[config.mk]
export PLATFORM = sky130hd
export DESIGN_NAME = ifetch_unit
export DESIGN_NICKNAME = d
export VERILOG_FILES = /design/src/rtl/ifetch_pkg.sv /design/src/rtl/ifetch_unit_fetch_queue.sv /design/src/rtl/ifetch_unit.sv
export SDC_FILE = /design/constraint.sdc
export NUM_CORES = 1
export LEC_CHECK = 0
export CORE_MARGIN = 1.5
export CORE_UTILIZATION = 47
export CTS_CLUSTER_DIAMETER = 150
export DETAILED_ROUTE_END_ITERATION = 16
export GPL_ROUTABILITY_DRIVEN = 0
export PLACE_DENSITY = 0.76
export SYNTH_ARGS = -nofsm -noshare
export SYNTH_HDL_FRONTEND = slang
export SYNTH_HIERARCHICAL = 1
export SYNTH_SLANG_ARGS = --single-unit
[constraint.sdc]
create_clock -name clk -period 6.4 [get_ports clk]
set_input_delay 0.64 -clock clk [delete_from_list [all_inputs] [get_ports clk]]
set_output_delay 0.64 -clock clk [all_outputs]
set_load 0.02 [all_outputs]
[src/rtl/ifetch_pkg.sv]
// Shared types for the instruction-fetch unit: FSM encoding, word and queue-entry types.
package ifetch_pkg;

  typedef enum logic [1:0] {
    S_BOOT = 2'd0,
    S_RUN  = 2'd1,
    S_HALT = 2'd2
  } ifetch_state_t;

  typedef logic [31:0] word_t;

  typedef struct packed {
    word_t pc;
    word_t instr;
  } fetch_entry_t;

  localparam word_t PC_STEP = 32'd4;

endpackage

[src/rtl/ifetch_unit_fetch_queue.sv]
// Synchronous FIFO of {pc, instr} entries between fetch and decode.
// Flush wins over push and pop in the same cycle.
module fetch_queue
  import ifetch_pkg::*;
#(
  parameter int DEPTH = 2
) (
  input  logic                     clk,
  input  logic                     reset,
  input  logic                     push,
  input  logic                     pop,
  input  logic                     flush,
  input  fetch_entry_t             wdata,
  output fetch_entry_t             rdata,
  output logic                     full,
  output logic                     empty,
  output logic [$clog2(DEPTH):0]   count
);

  localparam int PTR_W = $clog2(DEPTH);
  localparam logic [PTR_W:0] FULL_CNT = (PTR_W + 1)'(DEPTH);

  fetch_entry_t     mem [DEPTH];
  logic [PTR_W-1:0] rd_ptr;
  logic [PTR_W-1:0] wr_ptr;
  logic             do_push;
  logic             do_pop;

  assign full    = (count == FULL_CNT);
  assign empty   = (count == '0);
  assign do_pop  = pop && !empty;
  assign do_push = push && (!full || do_pop);
  assign rdata   = mem[rd_ptr];

  // NOTE: the storage array is deliberately not reset; only pointers and count
  // carry state, and stale entries are never visible while empty.
  always_ff @(posedge clk) begin
    if (do_push && !flush) mem[wr_ptr] <= wdata;
  end

  // NOTE: sequential state uses non-blocking assignments so every register
  // samples pre-edge values regardless of statement order.
  always_ff @(posedge clk) begin
    if (reset || flush) begin
      rd_ptr <= '0;
      wr_ptr <= '0;
      count  <= '0;
    end else begin
      if (do_push) wr_ptr <= wr_ptr + 1'b1;
      if (do_pop)  rd_ptr <= rd_ptr + 1'b1;
      case ({do_push, do_pop})
        2'b10:   count <= count + 1'b1;
        2'b01:   count <= count - 1'b1;
        default: ;
      endcase
    end
  end

endmodule

[src/rtl/ifetch_unit.sv]
// Instruction-fetch initiator: PC, imem addressing, fetch queue, redirect/halt FSM.
// Define IFETCH_ALIGN_CHECK_EN to trap misaligned redirects via fetch_fault.
module ifetch_unit
  import ifetch_pkg::*;
#(
  parameter int          IMEM_AW  = 6,
  parameter int          FQ_DEPTH = 2,
  parameter logic [31:0] RESET_PC = 32'h0
) (
  input  logic               clk,
  input  logic               reset,
  output logic [IMEM_AW-1:0] imem_a,
  input  logic [31:0]        imem_rd,
  input  logic               redirect_valid,
  input  logic [31:0]        redirect_pc,
  input  logic               halt_req,
  output logic               out_valid,
  input  logic               out_ready,
  output logic [31:0]        out_instr,
  output logic [31:0]        out_pc,
  output logic               fetch_fault
);

  localparam logic [1:0] ST_BOOT = S_BOOT;
  localparam logic [1:0] ST_RUN  = S_RUN;
  localparam logic [1:0] ST_HALT = S_HALT;

  localparam int               CNT_W     = $clog2(FQ_DEPTH) + 1;
  localparam logic [CNT_W-1:0] DEPTH_CNT = CNT_W'(FQ_DEPTH);

  logic [1:0]       state;
  word_t            pc;
  word_t            target_pc;
  logic             misaligned;
  logic             push;
  logic             pop;
  logic             q_full;
  logic             q_empty;
  logic [CNT_W-1:0] q_count;
  fetch_entry_t     q_wdata;
  fetch_entry_t     q_head;

  assign imem_a    = pc[IMEM_AW+1:2];
  assign out_valid = !q_empty;
  assign pop       = out_valid && out_ready;
  assign push      = (state == ST_RUN) && !redirect_valid &&
                     ((q_count < DEPTH_CNT) || (q_full && pop));
  assign q_wdata   = '{pc: pc, instr: imem_rd};

  // Outputs read as zero while empty so reset and flush never expose stale storage.
  assign out_instr = out_valid ? q_head.instr : '0;
  assign out_pc    = out_valid ? q_head.pc    : '0;

`ifdef IFETCH_ALIGN_CHECK_EN
  logic fault_q;

  assign misaligned  = (redirect_pc[1:0] != 2'b00);
  assign target_pc   = redirect_pc;
  assign fetch_fault = fault_q;

  always_ff @(posedge clk) begin
    if (reset)               fault_q <= 1'b0;
    else if (redirect_valid) fault_q <= misaligned;
  end
`else
  logic unused_pc_lsb;

  assign misaligned    = 1'b0;
  assign target_pc     = {redirect_pc[31:2], 2'b00};
  assign fetch_fault   = 1'b0;
  assign unused_pc_lsb = ^redirect_pc[1:0];
`endif

  fetch_queue #(
    .DEPTH (FQ_DEPTH)
  ) u_queue (
    .clk   (clk),
    .reset (reset),
    .push  (push),
    .pop   (pop),
    .flush (redirect_valid),
    .wdata (q_wdata),
    .rdata (q_head),
    .full  (q_full),
    .empty (q_empty),
    .count (q_count)
  );

  // Redirect outranks halt and normal sequencing; a trapped redirect keeps pc.
  always_ff @(posedge clk) begin
    if (reset) begin
      state <= ST_BOOT;
      pc    <= RESET_PC;
    end else if (redirect_valid) begin
      if (misaligned) begin
        state <= ST_HALT;
      end else begin
        state <= ST_RUN;
        pc    <= target_pc;
      end
    end else begin
      if (push) pc <= pc + PC_STEP;
      case (state)
        ST_BOOT: state <= ST_RUN;
        ST_RUN:  if (halt_req) state <= ST_HALT;
        default: ;
      endcase
    end
  end

endmodule
==> flow_summary_export.csv <==
group,metric,value,unit
status,status,"finished, final reports clean",
global_route,grt_pass1_wl,26.3,mm
worst_setup_path,cp_max_fo,36,
placement,preCtsSetupSlack,2880,ps
sta,worst_pin_slew,1030,ps
global_route,use_met3,0.0453,
layout,drive_above_1_share,0.159,
routing,drc_errors,0,
worst_hold_path,hold_start,"pc[19]$_SDFFE_PP0P_",
floorplan,die_y,129,microns
job,cap_violations,0,
power,power.switching,0.000528,W
worst_setup_path,r2r_end,"u_queue/mem[1][7]$_DFFE_PP_",
routing,num_vias,5186,
sta,rsz0062_at_grt,"no",
clock_network,insertion_delay,420,ps
layout,final_cells,923,
clock_network,cts.sinks,165,
global_route,use_met1,0.256,
logic_synthesis,synth.area.mux_share,0.0983,
worst_setup_path,r2r_cells,8,
placement,dp.cells,891,
global_route,globalRouteOverflowTotal,0,
worst_hold_path,holdCritPathClass,"flop to flop",
logic_synthesis,synthAdderAreaFrac,0.00168,
global_route,grt_max_degree,69,
logic_synthesis,yosys.area_share.xor_xnor,0.00707,
floorplan,die_w,129,microns
routing,drt_iter0_markers,443,
routing,wl,16.5,mm
placement,dpl.hpwl,10.5,mm
power,combPwrFrac,0.076,
routing,wl_per_cell,17.9,microns
logic_synthesis,synth_area,7430,sq um
worst_setup_path,path_cells,"buf_4 > mux2_2 > nor2b_1 > clkdlybuf4s50_1",
sta,max_freq,278,MHz
logic_synthesis,async_flop_share,0,
worst_setup_path,worstReg2RegStart,"u_queue/count[1]$_SDFFE_PP0P_",
clock_network,cts_resized,0,
routing,viasPerCell,5.62,
layout,n_fill_cell,1207,
global_route,track_usage,0.206,
power,seqPwrFrac,0.507,
global_route,grt_antenna_before_repair,0,
logic_synthesis,synth-simple-area-share,0.157,
clock_network,cts_buffers,17,
power,leakagePower,3.04,nW
logic_synthesis,synth_cells,571,
power,powerDensity,252,nW/um^2
logic_synthesis,synth_compound_area_frac,0.0854,
clock_network,clkSlewWorstSetupHoldPaths,60,ps
power,ir_drop,0.000177,V
worst_setup_path,crit_path_top_delay_cell,"dfxtp_2",
worst_setup_path,critPathCaptureType,"output pin",
power,cellInternalPower,0.00188,W
power,switching_share,0.220,
sta,setup_violations,0,
worst_hold_path,holdPathEnd,"u_queue/mem[0][51]$_DFFE_PP_",
power,pwr-share-clk,0.418,
clock_network,h-tree-depth,4,
worst_setup_path,worstPathArrival,2950,ps
clock_network,cts-root-buf,"clkbuf_16",
logic_synthesis,synth-edff-count,128,
logic_synthesis,ys_seq_area_frac,0.617,
logic_synthesis,synth-main-ff-cell,"edfxtp_1",
clock_network,clockBufferDepth,2,
floorplan,start_util,0.485,
worst_setup_path,required,5760,ps
global_route,grt_busiest_layer,"met2",
logic_synthesis,yosysUniqueCellTypes,59,
placement,place_area,8970,sq um
routing,ant_nets,0,
worst_setup_path,slowest_delay,850,ps
logic_synthesis,synth_seq_cells,165,
sta,setup_ws,2810,ps
floorplan,ios,141,
layout,nets,769,
floorplan,die_area,16600,sq um
sta,fin_crit,3590,ps
placement,io_buffers,137,
worst_setup_path,critPathKind,"flop to output pin",
sta,holdWs,518,ps
floorplan,rows,45,
sta,relSlewSlack,0.314,
sta,fin_worst_skew,10.2,ps
sta,finalSetupTns,0,ps
clock_network,cts_setup_buffers,0,
layout,antenna_cells,0,
global_route,use_met2,0.354,
clock_network,ctsHoldBuffers,0,
layout,design_area,9550,sq um
logic_synthesis,avgSynthCellArea,13.0,sq um
global_route,grt_pass1_vias,5279,
worst_setup_path,rrSetupSlack,2860,ps
logic_synthesis,yosysWarnings,6,
sta,drv_slew,0,
clock_network,cts_tree,"yes",
sta,period_share,0.561,
floorplan,coreArea,15300,sq um
logic_synthesis,synth_top_family_by_area,"simple AND/OR/NAND/NOR gates",
worst_hold_path,holdPathStages,0,
layout,synthToLayoutAreaGrowth,28.6,%
sta,hold_viol,0,
worst_setup_path,start_kind,"flop",
routing,first_pass_iters,6,
worst max-delay path: cells and delay by family, from the launching register on:
kind,cells,cell delay [ps]
DFF,1,850
buffers and inverters,2,1150
muxes,1,400
and+or+nand+nor,1,130
state kept, by name (all words and copies together), names as in the netlist, named ones only:
register and flops:
pc 30, state 2, u_queue/count 2, u_queue/mem 128, u_queue/rd_ptr 1, u_queue/wr_ptr 1
placed cells by master, fill, tap and decap left out, drive strengths merged, types with 6 or more instances in the layout:
master	n
inv	11
edfxtp	128
and4	9
a311oi	12
buf	8
o31ai	13
nor2	37
a2111oi	9
nand2	21
dfxtp	37
a211oi	9
or4	7
nor2b	73
a21oi	6
mux2	64
nor3	7
nand3	12
clkdlybuf4s50	137
nand4	12
clkbuf	21
cell families (layout without fill, tap and decap cells):
logic type / after synthesis / in the layout
AO/OA/AOI/OAI: 77 / 77
XOR/XNOR: 6 / 6
adder cells (fa/ha/maj): 1 / 1
buffers and inverters: 51 / 188
flip-flops: 165 / 165
multiplexers: 65 / 65
other: 1 / 5
AND/OR/NAND/NOR: 205 / 205
power by group through the flow:
stage / clock network [W] / logic (W) / registers (W)
floorplan: 0 / 0.0000955 / 0.00123
global placement: 0 / 0.000175 / 0.00124
detailed placement: 0 / 0.000181 / 0.00124
CTS: 0.00103 / 0.000183 / 0.00122
global route: 0.00106 / 0.000197 / 0.00122
finish: 0.00100 / 0.000182 / 0.00122
synthesized netlist by cell type (all sizes together) (4+ instances only):
cell     count  area, sq um
edfxtp     128         3840
nor2b       73          459
mux2        64          721
dfxtp       37          741
nor2        37          139
nand2       21         78.8
buf         20          130
clkbuf      20         75.1
o31ai       13          103
a311oi      12          105
nand3       12         60.1
nand4       12         81.3
inv         10         37.5
a2111oi      9         96.4
a211oi       9         67.6
and4         9         78.8
nor3         7         35.0
or4          7         52.6
a21oi        6         30.0
nand2b       5         31.3
nor4         5         31.3
o211ai       4         30.0
o21ai        4         20.0
o41a         4         45.0
or3          4         25.0
stage by stage:
step	util	total power, W
after floorplan	-	0.00132
after global placement	0.585	0.00141
final	0.624	0.00240
after global routing	0.624	0.00248
after CTS	0.624	0.00243
after detailed placement	0.585	0.00142
per-layer routing:
layer	vias up	part of all wire
met3	27	0.066
met2	217	0.49
met4	0	0.018
met1	2522	0.43
met5	-	0
li1	2420	-
worst max-delay path by stage:
stage / end / slack, ps / cells past startpoint
global placement: u_queue/mem[0][3]$_DFFE_PP_ / 2970 / 8
global route: u_queue/mem[1][54]$_DFFE_PP_ / 2550 / 8
CTS: out_pc[21] / 2750 / 4
floorplan: u_queue/mem[1][0]$_DFFE_PP_ / 1600 / 9
finish: out_pc[21] / 2810 / 4
detailed placement: u_queue/mem[1][6]$_DFFE_PP_ / 2880 / 8
area by class of cell:
| cell class | instances | area [sq um] | area share |
|---|---|---|---|
| flip-flops and latches | 165 | 4590 | 0.480 |
| multi-input cells | 359 | 2640 | 0.277 |
| repair buffers | 145 | 1430 | 0.150 |
| clock buffers | 21 | 460 | 0.0482 |
| well taps | 211 | 264 | 0.0276 |
| clock inverters | 11 | 126 | 0.0132 |
| inverters | 11 | 41.3 | 0.00432 |
No activity file was read; power rests on OpenSTA's default activity.
